`src/rtl/deskew_axi_pkg.sv`:
```
// Shared types for the deskew AXI4-Lite front end: response codes, FSM states
// and the default top decoded register address.
package deskew_axi_pkg;

  typedef enum logic [1:0] {
    RESP_OKAY   = 2'b00,
    RESP_EXOKAY = 2'b01,
    RESP_SLVERR = 2'b10,
    RESP_DECERR = 2'b11
  } resp_t;

  typedef enum logic [1:0] {
    W_COLLECT = 2'd0,
    W_EXEC    = 2'd1,
    W_RESP    = 2'd2
  } wstate_t;

  typedef enum logic [1:0] {
    R_IDLE   = 2'd0,
    R_ACCESS = 2'd1,
    R_WAIT   = 2'd2,
    R_RESP   = 2'd3
  } rstate_t;

  localparam logic [7:0] REG_MAX_ADDR_DEFAULT = 8'h1C;

endpackage

```
`src/rtl/deskew_axi_addr_chk.sv`:
```
// Combinational legality check for a register access: range first (DECERR),
// then word alignment and full byte strobes (SLVERR).
module deskew_axi_addr_chk
  import deskew_axi_pkg::*;
#(
  parameter int unsigned       ADDR_W       = 8,
  parameter int unsigned       DATA_W       = 32,
  parameter logic [ADDR_W-1:0] REG_MAX_ADDR = ADDR_W'(REG_MAX_ADDR_DEFAULT)
) (
  input  logic [ADDR_W-1:0]   addr_i,
  input  logic [DATA_W/8-1:0] strb_i,
  output resp_t               resp_o
);

  always_comb begin
    resp_o = RESP_OKAY;
    if (addr_i > REG_MAX_ADDR) begin
      resp_o = RESP_DECERR;
    end else if ((addr_i[1:0] != 2'b00) || (strb_i != '1)) begin
      resp_o = RESP_SLVERR;
    end
  end

endmodule

```
`src/rtl/deskew_axi2reg.sv`:
```
// AXI4-Lite slave that turns write/read transactions into single-cycle register
// strobes for the deskew register block; read and write paths run independently.
module deskew_axi2reg
  import deskew_axi_pkg::*;
#(
  parameter int unsigned       ADDR_W       = 8,
  parameter int unsigned       DATA_W       = 32,
  parameter logic [ADDR_W-1:0] REG_MAX_ADDR = ADDR_W'(REG_MAX_ADDR_DEFAULT),
  parameter int unsigned       READ_LAT     = 1
) (
  input  logic                clk,
  input  logic                rst_n,
  input  logic [ADDR_W-1:0]   s_axi_awaddr,
  input  logic                s_axi_awvalid,
  output logic                s_axi_awready,
  input  logic [DATA_W-1:0]   s_axi_wdata,
  input  logic [DATA_W/8-1:0] s_axi_wstrb,
  input  logic                s_axi_wvalid,
  output logic                s_axi_wready,
  output logic [1:0]          s_axi_bresp,
  output logic                s_axi_bvalid,
  input  logic                s_axi_bready,
  input  logic [ADDR_W-1:0]   s_axi_araddr,
  input  logic                s_axi_arvalid,
  output logic                s_axi_arready,
  output logic [DATA_W-1:0]   s_axi_rdata,
  output logic [1:0]          s_axi_rresp,
  output logic                s_axi_rvalid,
  input  logic                s_axi_rready,
  output logic                write_reg,
  output logic [ADDR_W-1:0]   reg_waddr,
  output logic [DATA_W-1:0]   reg_wdata,
  output logic                read_reg,
  output logic [ADDR_W-1:0]   reg_raddr,
  input  logic [DATA_W-1:0]   reg_rdata
);

  localparam int unsigned CNT_W = (READ_LAT > 1) ? $clog2(READ_LAT) : 1;

  // Write path state
  wstate_t             wstate_q, wstate_d;
  logic                aw_got_q, aw_got_d;
  logic                w_got_q, w_got_d;
  logic                awready_q, awready_d;
  logic                wready_q, wready_d;
  logic [ADDR_W-1:0]   awaddr_q, awaddr_d;
  logic [DATA_W-1:0]   wdata_q, wdata_d;
  logic [DATA_W/8-1:0] wstrb_q, wstrb_d;
  logic                bvalid_q, bvalid_d;
  resp_t               bresp_q, bresp_d;
  resp_t               wchk;

  // Read path state
  rstate_t             rstate_q, rstate_d;
  logic                arready_q, arready_d;
  logic [ADDR_W-1:0]   araddr_q, araddr_d;
  logic [CNT_W-1:0]    rcnt_q, rcnt_d;
  logic                rvalid_q, rvalid_d;
  logic [DATA_W-1:0]   rdata_q, rdata_d;
  resp_t               rresp_q, rresp_d;
  resp_t               rchk;

  deskew_axi_addr_chk #(
    .ADDR_W       (ADDR_W),
    .DATA_W       (DATA_W),
    .REG_MAX_ADDR (REG_MAX_ADDR)
  ) u_wchk (
    .addr_i (awaddr_q),
    .strb_i (wstrb_q),
    .resp_o (wchk)
  );

  // Reads carry no strobes, so the strobe check is fed all-ones.
  deskew_axi_addr_chk #(
    .ADDR_W       (ADDR_W),
    .DATA_W       (DATA_W),
    .REG_MAX_ADDR (REG_MAX_ADDR)
  ) u_rchk (
    .addr_i (araddr_q),
    .strb_i ('1),
    .resp_o (rchk)
  );

  always_comb begin
    wstate_d = wstate_q;
    aw_got_d = aw_got_q;
    w_got_d  = w_got_q;
    awaddr_d = awaddr_q;
    wdata_d  = wdata_q;
    wstrb_d  = wstrb_q;
    bvalid_d = bvalid_q;
    bresp_d  = bresp_q;
    case (wstate_q)
      W_COLLECT: begin
        if (s_axi_awvalid && awready_q) begin
          aw_got_d = 1'b1;
          awaddr_d = s_axi_awaddr;
        end
        if (s_axi_wvalid && wready_q) begin
          w_got_d = 1'b1;
          wdata_d = s_axi_wdata;
          wstrb_d = s_axi_wstrb;
        end
        if (aw_got_d && w_got_d) wstate_d = W_EXEC;
      end
      W_EXEC: begin
        bvalid_d = 1'b1;
        bresp_d  = wchk;
        wstate_d = W_RESP;
      end
      W_RESP: begin
        if (s_axi_bready) begin
          bvalid_d = 1'b0;
          aw_got_d = 1'b0;
          w_got_d  = 1'b0;
          wstate_d = W_COLLECT;
        end
      end
      default: wstate_d = W_COLLECT;
    endcase
    // Readies are registered so they stay low throughout reset.
    awready_d = (wstate_d == W_COLLECT) && !aw_got_d;
    wready_d  = (wstate_d == W_COLLECT) && !w_got_d;
  end

  always_comb begin
    rstate_d = rstate_q;
    araddr_d = araddr_q;
    rcnt_d   = rcnt_q;
    rvalid_d = rvalid_q;
    rdata_d  = rdata_q;
    rresp_d  = rresp_q;
    case (rstate_q)
      R_IDLE: begin
        if (s_axi_arvalid && arready_q) begin
          araddr_d = s_axi_araddr;
          rstate_d = R_ACCESS;
        end
      end
      R_ACCESS: begin
        if (rchk == RESP_OKAY) begin
          rcnt_d   = '0;
          rstate_d = R_WAIT;
        end else begin
          rvalid_d = 1'b1;
          rresp_d  = rchk;
          rdata_d  = '0;
          rstate_d = R_RESP;
        end
      end
      R_WAIT: begin
        if (rcnt_q == CNT_W'(READ_LAT - 1)) begin
          rvalid_d = 1'b1;
          rresp_d  = RESP_OKAY;
          rdata_d  = reg_rdata;
          rstate_d = R_RESP;
        end else begin
          rcnt_d = rcnt_q + 1'b1;
        end
      end
      R_RESP: begin
        if (s_axi_rready) begin
          rvalid_d = 1'b0;
          rstate_d = R_IDLE;
        end
      end
      default: rstate_d = R_IDLE;
    endcase
    arready_d = (rstate_d == R_IDLE);
  end

  always_ff @(posedge clk or negedge rst_n) begin
    if (!rst_n) begin
      wstate_q  <= W_COLLECT;
      aw_got_q  <= 1'b0;
      w_got_q   <= 1'b0;
      awready_q <= 1'b0;
      wready_q  <= 1'b0;
      awaddr_q  <= '0;
      wdata_q   <= '0;
      wstrb_q   <= '0;
      bvalid_q  <= 1'b0;
      bresp_q   <= RESP_OKAY;
      rstate_q  <= R_IDLE;
      arready_q <= 1'b0;
      araddr_q  <= '0;
      rcnt_q    <= '0;
      rvalid_q  <= 1'b0;
      rdata_q   <= '0;
      rresp_q   <= RESP_OKAY;
    end else begin
      wstate_q  <= wstate_d;
      aw_got_q  <= aw_got_d;
      w_got_q   <= w_got_d;
      awready_q <= awready_d;
      wready_q  <= wready_d;
      awaddr_q  <= awaddr_d;
      wdata_q   <= wdata_d;
      wstrb_q   <= wstrb_d;
      bvalid_q  <= bvalid_d;
      bresp_q   <= bresp_d;
      rstate_q  <= rstate_d;
      arready_q <= arready_d;
      araddr_q  <= araddr_d;
      rcnt_q    <= rcnt_d;
      rvalid_q  <= rvalid_d;
      rdata_q   <= rdata_d;
      rresp_q   <= rresp_d;
    end
  end

  assign s_axi_awready = awready_q;
  assign s_axi_wready  = wready_q;
  assign s_axi_bvalid  = bvalid_q;
  assign s_axi_bresp   = bresp_q;
  assign s_axi_arready = arready_q;
  assign s_axi_rvalid  = rvalid_q;
  assign s_axi_rdata   = rdata_q;
  assign s_axi_rresp   = rresp_q;

  // Strobes are decoded from the one-cycle EXEC/ACCESS states, so each fires once.
  assign write_reg = (wstate_q == W_EXEC) && (wchk == RESP_OKAY);
  assign reg_waddr = awaddr_q;
  assign reg_wdata = wdata_q;
  assign read_reg  = (rstate_q == R_ACCESS) && (rchk == RESP_OKAY);
  assign reg_raddr = araddr_q;

endmodule

```
`config.mk`:
```
export PLATFORM = sky130hd
export DESIGN_NAME = deskew_axi2reg
export DESIGN_NICKNAME = d
export VERILOG_FILES = /design/src/rtl/deskew_axi_pkg.sv /design/src/rtl/deskew_axi_addr_chk.sv /design/src/rtl/deskew_axi2reg.sv
export SDC_FILE = /design/constraint.sdc
export NUM_CORES = 1
export LEC_CHECK = 0
export CORE_MARGIN = 4
export CORE_UTILIZATION = 40
export CTS_BUF_LIST = sky130_fd_sc_hd__clkbuf_16
export CTS_CLUSTER_DIAMETER = 200
export DETAILED_ROUTE_END_ITERATION = 6
export PLACE_DENSITY = 0.76
export SLEW_MARGIN = 20
export SYNTH_ARGS = -nofsm -noshare
export SYNTH_HDL_FRONTEND = slang
export SYNTH_SLANG_ARGS = --single-unit
```
`constraint.sdc`:
```
create_clock -name clk -period 2.1 [get_ports clk]
set_clock_uncertainty 0.2 [all_clocks]
set_input_delay 0.525 -clock clk [delete_from_list [all_inputs] [get_ports clk]]
set_output_delay 0.525 -clock clk [all_outputs]
set_load 0.02 [all_outputs]
```
Yosys cells after proc, flatten, opt, wreduce, memory -nomap -nowiden

Index checks and enable logic that the tools add are counted.

Input port bits: 91
Register bits after elaboration: 100

Reduce and logical (&&, ||, !) cells: 29
Order comparisons: 2
Add/sub/neg operators: 1
Multiplexer cells: 35
Equality and inequality tests: 11

Operator list:

| operator              | number |
|---|---|
| $mux W32              | 2 |
| $pmux W32 S2          | 1 |
| $mux W2               | 11 |
| $gt A8 B5 Y1 const B  | 2 |
| $mux W1               | 13 |
| $logic_not A2 Y1      | 6 |
| $ne A2 B2 Y1 const B  | 5 |
| $reduce_and A2 Y1     | 5 |
| $logic_and A1 B1 Y1   | 8 |
| $pmux W1 S2           | 4 |
| $pmux W2 S4           | 1 |
| $reduce_bool A2 Y1    | 4 |
| $eq A2 B2 Y1 const B  | 3 |
| $pmux W2 S3           | 1 |
| $eq A2 B1 Y1 const B  | 2 |
| $ne A4 B4 Y1 const B  | 1 |
| $pmux W2 S2           | 1 |
| $reduce_and A4 Y1     | 1 |
| $pmux W1 S3           | 1 |
| $reduce_and A3 Y1     | 1 |
| $reduce_bool A3 Y1    | 1 |
| $logic_not A1 Y1      | 2 |
| $add A1 B1 Y1 const B | 1 |
| $logic_or A1 B1 Y1    | 1 |

Depth between registers and ports, before layout

Gate-level depths: netlist (run 1).

Depth in word-level cells: 8
Depth in mapped cells: 6

Hierarchy

A second synthesis (run 1) with hierarchy kept.

Cell total of the unflattened synthesis: 258
Area total of the unflattened synthesis: 3995.1 um^2

Modules (own cells, without submodules):

| module              | area each (um^2) | cells each | times used | seq. area each (um^2) |
|---|---|---|---|---|
| deskew_axi2reg      | 3922.5           | 248        | 1          | 2477.4 |
| deskew_axi_addr_chk | 36.3             | 5          | 2          | 0.0 |

Worst setup path after synthesis (run 1)

OpenSTA, ideal clock, no wires.

Path type: register -> output
Start point: register araddr_q[6] (netlist: reg_raddr[6])
End point: output port read_reg
Stages on the path, launching flop included: 3
Required time: 1.375 ns
Arrival: 1.617 ns
Path slack: -0.242 ns
Path through: dfrtp_1 > or3_1 > nor4_1

Cells in the longest elaborated chain, start to end: 4

Ends and longest elaborated chain:

| element                | RTL line                  | text |
|---|---|---|
| start, declared        | deskew_axi2reg.sv:56      | `logic [ADDR_W-1:0] araddr_q, araddr_d;` |
| start signal, assigned | deskew_axi2reg.sv:204     | `araddr_q <= araddr_d;` |
| $gt A8 B5 Y1           | deskew_axi_addr_chk.sv:17 | `if (addr_i > REG_MAX_ADDR) begin` |
| $mux W2                | deskew_axi_addr_chk.sv:17 |  |
| $logic_not A2 Y1       | deskew_axi2reg.sv:225     | `assign read_reg = (rstate_q == R_ACCESS) && (rchk == RESP_OKAY);` |
| $logic_and A1 B1 Y1    | deskew_axi2reg.sv:225     |  |
| end, declared          | deskew_axi2reg.sv:33      | `output logic read_reg,` |

No other way between the ends.

Worst setup path in the final report (run 1)

Same ends and word-level chain as after synthesis.

==> key figures, run 1 <==
Clock network
  • CTS Buf Count: 9
  • CTS tree: yes
  • Clock Pin Slew Worst Setup and Hold Paths: 0.06 ns
  • Num Clock Sinks: 99
  • Clk Latency, worst-skew pair: 0.33 ns
  • Clock Path Buffers: 2
  • Root buf cell: clkbuf_16
  • H-Tree Depth: 3

Place
  • Hpwl dp: 8.15 mm
  • GP Congestion: 0.759
  • Dpl cells: 652
  • IO buf count: 181

Timing
  • Worst-margin pin slew: 0.558 ns
  • Final min period: 2.19 ns
  • Finish-stage setup viols: 1
  • Post-route setup slack: -0.0909 ns
  • RSZ-0062 raised after global routing: true
  • Headroom to the max-slew limit: 62.8%
  • Max-slew violations: 0
  • Fin crit share: 104%
  • Min Hold Slack: 0.0184 ns
  • Hold Vio Cnt, Final: 0
  • Max Freq: 0.456 GHz

Synth
  • Seq/Total Area, Yosys: 60.3%
  • Top post-synthesis cells by area: dfrtp_1 (60%), mux2_4 (11%), mux2_2 (6.0%)
  • Cell taking the most area after synthesis: dfrtp_1
  • Number of synthesized flops with an enable pin: 0
  • Distinct cell type count after synthesis: 35
  • Synthesized cell area: 4110 sq um
  • Share of the synthesized area in the top cell type: 60.3%
  • Warnings from Yosys: 0
  • #FFs+latches synth: 99
  • Synth async-reset ratio: 100%
  • Cells after Synth: 328
  • Syn Area/Cell: 12.5 sq um
  • Ys flop type: dfrtp_1
  • Syn_nets: 419

Power
  • Power per Cell Area: 1610 nW/um^2
  • Leak pwr: 2.94 nW
  • Sw frac: 37.9%
  • Seq pwr share: 32.5%
  • P_sw: 4.00 mW
  • Combinational Power Share: 54.0%
  • Peak VDD IR: 720 uV
  • Design Power: 10.6 mW
  • Clk pwr share: 13.6%
  • Internal power: 6.56 mW

Setup path
  • Worst Path Required: 1.37 ns
  • Critical path endpoint category: output port
  • Worst EP arrival: 1.47 ns
  • Kind of critical path: flip-flop to output port
  • Worst R2R Setup Slack: 0.27 ns
  • Crit-path max FO: 2
  • Worst setup SP type: flip-flop

Detailed routing
  • Via density: 4.92
  • Vias post-DR: 3297
  • First-iteration detailed-routing DRC count: 171
  • Post-Route WL: 10.9 mm
  • DRC: 0
  • WL/cell: 16.3 um
  • Final ANT Viol Nets: 0
  • Drt first pass iters: 5

GRT
  • Vias in the first global route: 3332
  • Largest net degree at the start of global routing: 100
  • Total GRT Usage: 18.2%
  • Initial antenna violation count: 0
  • GRT overflow: 0
  • First-pass GRT wire length: 16.9 mm

Finish
  • Filler instances: 752
  • ANT cells: 0
  • Final net count: 623
  • P&R area growth vs syn: 59.5%
  • Post-Layout Cell Count: 670
  • Layout cell share with drive strength beyond 1: 19.9%
  • Fin util: 66.1%

Floorplanning
  • Starting Density: 41.5%
  • Die footprint: 12000 sq um
  • Die Width: 109 um
  • Die Y: 109 um
  • I/O Pins: 182
  • Cell Rows: 36
  • Core area: 9910 sq um

Min path
  • HP Class: input pin to asynchronous set/reset pin

Flow run
  • Max Cap Violations: 0

Status
  • Run status: finished with violations
  • Failing checks: negative setup slack
==> metrics by stage <==
stage	area (sq um)	setup WS (ns)	TNS, ns
after global routing	6550	-0.145	-0.208
after global placement	6260	-0.324	-0.429
after CTS	6530	-0.128	-0.244
final	6550	-0.0909	-0.0909
after floorplan	4130	0.103	0
after detailed placement	6260	-0.335	-0.548
==> layout by cell type, fill, tap and decap left out, types with 7 or more instances in the layout <==
| master | instances |
|---|---|
| dlygate4sd2_1 | 11 |
| clkbuf_16 | 9 |
| nor2_1 | 39 |
| nor3_1 | 34 |
| dfrtp_1 | 99 |
| buf_4 | 28 |
| inv_1 | 9 |
| mux2_4 | 30 |
| nand2_1 | 7 |
| mux2_2 | 22 |
| clkdlybuf4s50_1 | 160 |
| dlymetal6s2s_1 | 7 |
| a21oi_1 | 34 |
==> layer usage <==
| metal | vias up | track usage, % | routed length [um] |
|---|---|---|---|
| li1 | 1555 | - | - |
| met1 | 1611 | 23.5 | 4490 |
| met2 | 120 | 30.8 | 5550 |
| met3 | 11 | 3.46 | 731 |
| met4 | 0 | 6.32 | 126 |
| met5 | - | 0 | 0 |
==> Yosys cell counts (5+ instances only) <==
master and instances:
nor3_1 34, nor2_1 39, dfrtp_1 99, mux2_4 30, mux2_2 22, o21ai_0 6, inv_1 5, nand2_1 7
a21oi_1 35, buf_2 8, buf_1 5
==> cell families (layout without fill, tap and decap cells) <==
kind of cell           count (synthesis)  after routing  share of synthesized area [%]
buffers and inverters                 25            234                           3.96
multiplexers                          52             52                           17.0
AO/OA/AOI/OAI                         53             53                           7.15
flip-flops                            99             99                           60.3
AND/OR/NAND/NOR                       99             99                           11.6
==> flip-flops by register name (all words and copies together) (netlist names) <==
register	cells
s_axi_rvalid	1
reg_waddr	8
s_axi_bresp	2
s_axi_arready	1
s_axi_wready	1
s_axi_rdata	32
wstate_q	2
s_axi_rresp	2
rstate_q	2
wstrb_q	4
reg_wdata	32
w_got_q	1
s_axi_bvalid	1
aw_got_q	1
reg_raddr	8
s_axi_awready	1
==> power groups by stage <==
stage	registers [mW]	logic, mW	clock network, mW
4_1_cts	3.43	5.78	1.48
2_1_floorplan	4.47	2.04	0
3_5_place_dp	3.45	5.79	0
5_1_grt	3.55	6.11	1.55
3_3_place_gp	3.40	5.68	0
6_report	3.43	5.70	1.43
==> critical path: stages, from the launching register on <==
cell and delay [ns]:
dfrtp_1 0.37, or3_4 0.40, nor4_4 0.16, buf_4 0.19
==> final timing paths <==
| kind | end | startpoint | cells past startpoint |
|---|---|---|---|
| min in group clk | reg_wdata[5]$_DFFE_PN0P_ | reg_wdata[5]$_DFFE_PN0P_ | 1 |
| max in group asynchronous | reg_wdata[4]$_DFFE_PN0P_ | rst_n | 2 |
| hold / removal | s_axi_rdata[19]$_DFFE_PN0P_ | rst_n | 2 |
| setup reg to reg | reg_wdata[3]$_DFFE_PN0P_ | wstate_q[1]$_DFF_PN0_ | 5 |
| setup / recovery | read_reg | reg_raddr[6]$_DFFE_PN0P_ | 3 |
| hold reg to reg | reg_wdata[5]$_DFFE_PN0P_ | reg_wdata[5]$_DFFE_PN0P_ | 1 |
==> cell type report <==
| type | count | area, sq um | share of cell area, % |
|---|---|---|---|
| tap | 133 | 166 | 2.54 |
| multi-input combinational | 204 | 1510 | 23.0 |
| clock inverter | 7 | 30.0 | 0.458 |
| inverter | 5 | 18.8 | 0.286 |
| clock buffer | 9 | 225 | 3.44 |
| sequential | 99 | 2480 | 37.8 |
| timing repair buffer | 213 | 2130 | 32.5 |
==> timing repair <==
action / CTS / global route
pin swaps: 3 / 1
resized for setup: 24 / 8
hold buffers: 0 / 0
buffers inserted: 2 / 0
hold endpoints to repair: 0 / 0
endpoints found under the setup margin: 13 / 9
(Power assumes the default switching activity.)
==> run 2, diff against run 1 <==
--- a/config.mk
+++ b/config.mk
@@ -5,6 +5,7 @@
 export SDC_FILE = /design/constraint.sdc
 export NUM_CORES = 1
 export LEC_CHECK = 0
+export CAP_MARGIN = 20
 export CORE_MARGIN = 4
 export CORE_UTILIZATION = 40
 export CTS_BUF_LIST = sky130_fd_sc_hd__clkbuf_16
==> results of run 2 <==
Final layout, timing and power as in run 1 (identical DEF).
==> run 3, diff against run 2 <==
--- a/config.mk
+++ b/config.mk
@@ -12,6 +12,7 @@
 export CTS_CLUSTER_DIAMETER = 200
 export DETAILED_ROUTE_END_ITERATION = 6
 export PLACE_DENSITY = 0.76
+export SKIP_CTS_REPAIR_TIMING = 1
 export SLEW_MARGIN = 20
 export SYNTH_ARGS = -nofsm -noshare
 export SYNTH_HDL_FRONTEND = slang
==> run 3 against run 2 <==
Effect of this change:
- the flow still finishes with violations (negative setup slack)
- largest cell class unchanged
- via count about the same
- worst hold slack better by 0.019 ns
- core utilization up 0.18 points
- register-to-register slack about the same
- highest routed layer unchanged
==> key figures, run 3 (synthesis gave the netlist of run 1 again) <==
Finish
  • Register area: 2480 sq um (unchanged)
  • Post-Layout Cell Count: 668 (-0.30%)
  • Layout cell share with drive strength beyond 1: 19.6% (-0.30 points)
  • Multi-input gate area: 1500 sq um (-0.58%)
  • Final net count: 621 (-0.32%)
  • Most frequent cells in the layout: clkdlybuf4s50_1 (160), dfrtp_1 (99), nor2_1 (39)
  • Filler instances: 744 (-1.1%)
  • Commonest non-fill, non-tap cell in the layout: clkdlybuf4s50_1
  • P&R area growth vs syn: 59.9%
  • ANT cells: 0 (unchanged)
  • Post-layout instance area: 6570 sq um (+0.27%)

GRT
  • Largest net degree at the start of global routing: 100 (unchanged)
  • Initial antenna violation count: 0 (unchanged)
  • First-pass GRT wire length: 16.9 mm (-0.17%)
  • Vias in the first global route: 3346 (+0.42%)
  • GRT overflow: 0 (unchanged)
  • Total GRT Usage: 18.2% (about the same)

Clock network
  • Num Clock Sinks: 99 (unchanged)
  • CTS Buf Count: 9 (unchanged)
  • CTS tree: yes
  • Clock Path Buffers: 2 (unchanged)
  • Clock Pin Slew Worst Setup and Hold Paths: 0.06 ns (about the same)
  • Clk Latency, worst-skew pair: 0.33 ns (about the same)
  • Root buf cell: clkbuf_16
  • H-Tree Depth: 3 (unchanged)

Timing
  • Worst-margin pin slew: 0.535 ns (-0.0240 ns)
  • Max-slew violations: 0 (unchanged)
  • Min Hold Slack: 0.0378 ns (+0.0194 ns)
  • Setup TNS: -0.103 ns (-0.0124 ns)
  • RSZ-0062 raised after global routing: true
  • Finish-stage setup viols: 2 (+1)
  • Fin crit share: 104% (about the same)
  • Headroom to the max-slew limit: 64.4% (+1.6 points)
  • Max Freq: 0.457 GHz (about the same)
  • Hold Vio Cnt, Final: 0 (unchanged)
  • Final min period: 2.19 ns (-0.00120 ns)
  • Post-route setup slack: -0.0897 ns (+0.00120 ns)

Setup path
  • Worst Path Required: 1.37 ns (about the same)
  • Reg2reg end: reg_wdata[3]$_DFFE_PN0P_
  • Crit-path max FO: 2 (unchanged)
  • Worst r2r path cells: 5 (unchanged)
  • Worst setup SP type: flip-flop
  • Worst path max stage delay: 0.40 ns (about the same)
  • Crit path cell chain: or3_4 > nor4_4 > buf_4
  • Worst EP arrival: 1.46 ns (about the same)
  • CP top delay family: simple AND/OR/NAND/NOR gates
  • End point of the critical path: read_reg
  • Critical path endpoint category: output port
  • CP Buf/Inv Count: 1 (unchanged)
  • Critical path launch point: reg_raddr[6]$_DFFE_PN0P_
  • Worst R2R Setup Slack: 0.27 ns (about the same)
  • CP Depth: 3 (unchanged)
  • Critical R2R Launch: wstate_q[1]$_DFF_PN0_
  • Kind of critical path: flip-flop to output port
  • CP max-delay cell: or3_4

Detailed routing
  • Vias post-DR: 3299 (+0.061%)
  • Final ANT Viol Nets: 0 (unchanged)
  • Post-Route WL: 11.0 mm (+0.55%)
  • Drt first pass iters: 4 (-1)
  • Via density: 4.94 (+0.36%)
  • WL/cell: 16.4 um (+0.85%)
  • First-iteration detailed-routing DRC count: 180 (+5.3%)
  • DRC: 0 (unchanged)

Floorplanning
  • Starting Density: 41.5% (unchanged)
  • I/O Pins: 182 (unchanged)
  • Die Width: 109 um (unchanged)
  • Core area: 9910 sq um (unchanged)
  • Die Y: 109 um (unchanged)
  • Die footprint: 12000 sq um (unchanged)
  • Cell Rows: 36 (unchanged)

Power
  • Power per Cell Area: 1610 nW/um^2 (about the same)
  • Peak VDD IR: 768 uV (+6.7%)
  • Leak pwr: 3.03 nW (+2.9%)

Flow run
  • Max Cap Violations: 0 (unchanged)

Place
  • Hpwl dp: 8.15 mm (unchanged)
  • Dpl cells: 652 (unchanged)
  • Placed instance area: 6260 sq um (unchanged)
  • IO buf count: 181 (unchanged)
  • GP Congestion: 0.759 (unchanged)

Status
  • Run status: finished with violations
  • Failing checks: negative setup slack

Min path
  • HP Class: input pin to asynchronous set/reset pin
run 3: area by class of cell:
| type | count | area share (%) |
|---|---|---|
| inverters | 5 | 0.286 |
| multi-input cells | 204 | 22.8 |
| repair buffers | 211 | 32.8 |
| clock buffers | 9 | 3.43 |
| clock inverters | 7 | 0.457 |
| well taps | 133 | 2.53 |
| flip-flops and latches | 99 | 37.7 |
run 3: how the worst min path moves through the flow:
stage,end,cells past startpoint
detailed placement,reg_wdata[1]$_DFFE_PN0P_,1
CTS,s_axi_rdata[19]$_DFFE_PN0P_,2
finish,s_axi_rdata[8]$_DFFE_PN0P_,2
global route,s_axi_rdata[8]$_DFFE_PN0P_,2
global placement,reg_wdata[3]$_DFFE_PN0P_,1
floorplan,aw_got_q$_DFF_PN0_,0
run 3: where the power goes:
| part | leakage [nW] | switching (mW) | internal, mW |
|---|---|---|---|
| sequential | 1.19 | 0.551 | 2.87 |
| combinational | 1.70 | 2.79 | 2.94 |
| clock | 0.144 | 0.652 | 0.779 |
run 3: metal layers:
| metal | wire, um | track usage (%) |
|---|---|---|
| met5 | 0 | 0 |
| met3 | 731 | 3.46 |
| met1 | 4490 | 23.3 |
| met4 | 206 | 7.30 |
| met2 | 5530 | 30.4 |
run 3: per-stage QoR:
| step | power [mW] | utilization, % | worst slack [ns] |
|---|---|---|---|
| 3_3_place_gp | 9.07 | 63.2 | -0.324 |
| 3_5_place_dp | 9.24 | 63.2 | -0.335 |
| 5_1_grt | 11.2 | 66.3 | -0.145 |
| 2_1_floorplan | 6.52 | - | 0.103 |
| 6_report | 10.6 | 66.3 | -0.0897 |
| 4_1_cts | 10.7 | 65.8 | -0.704 |
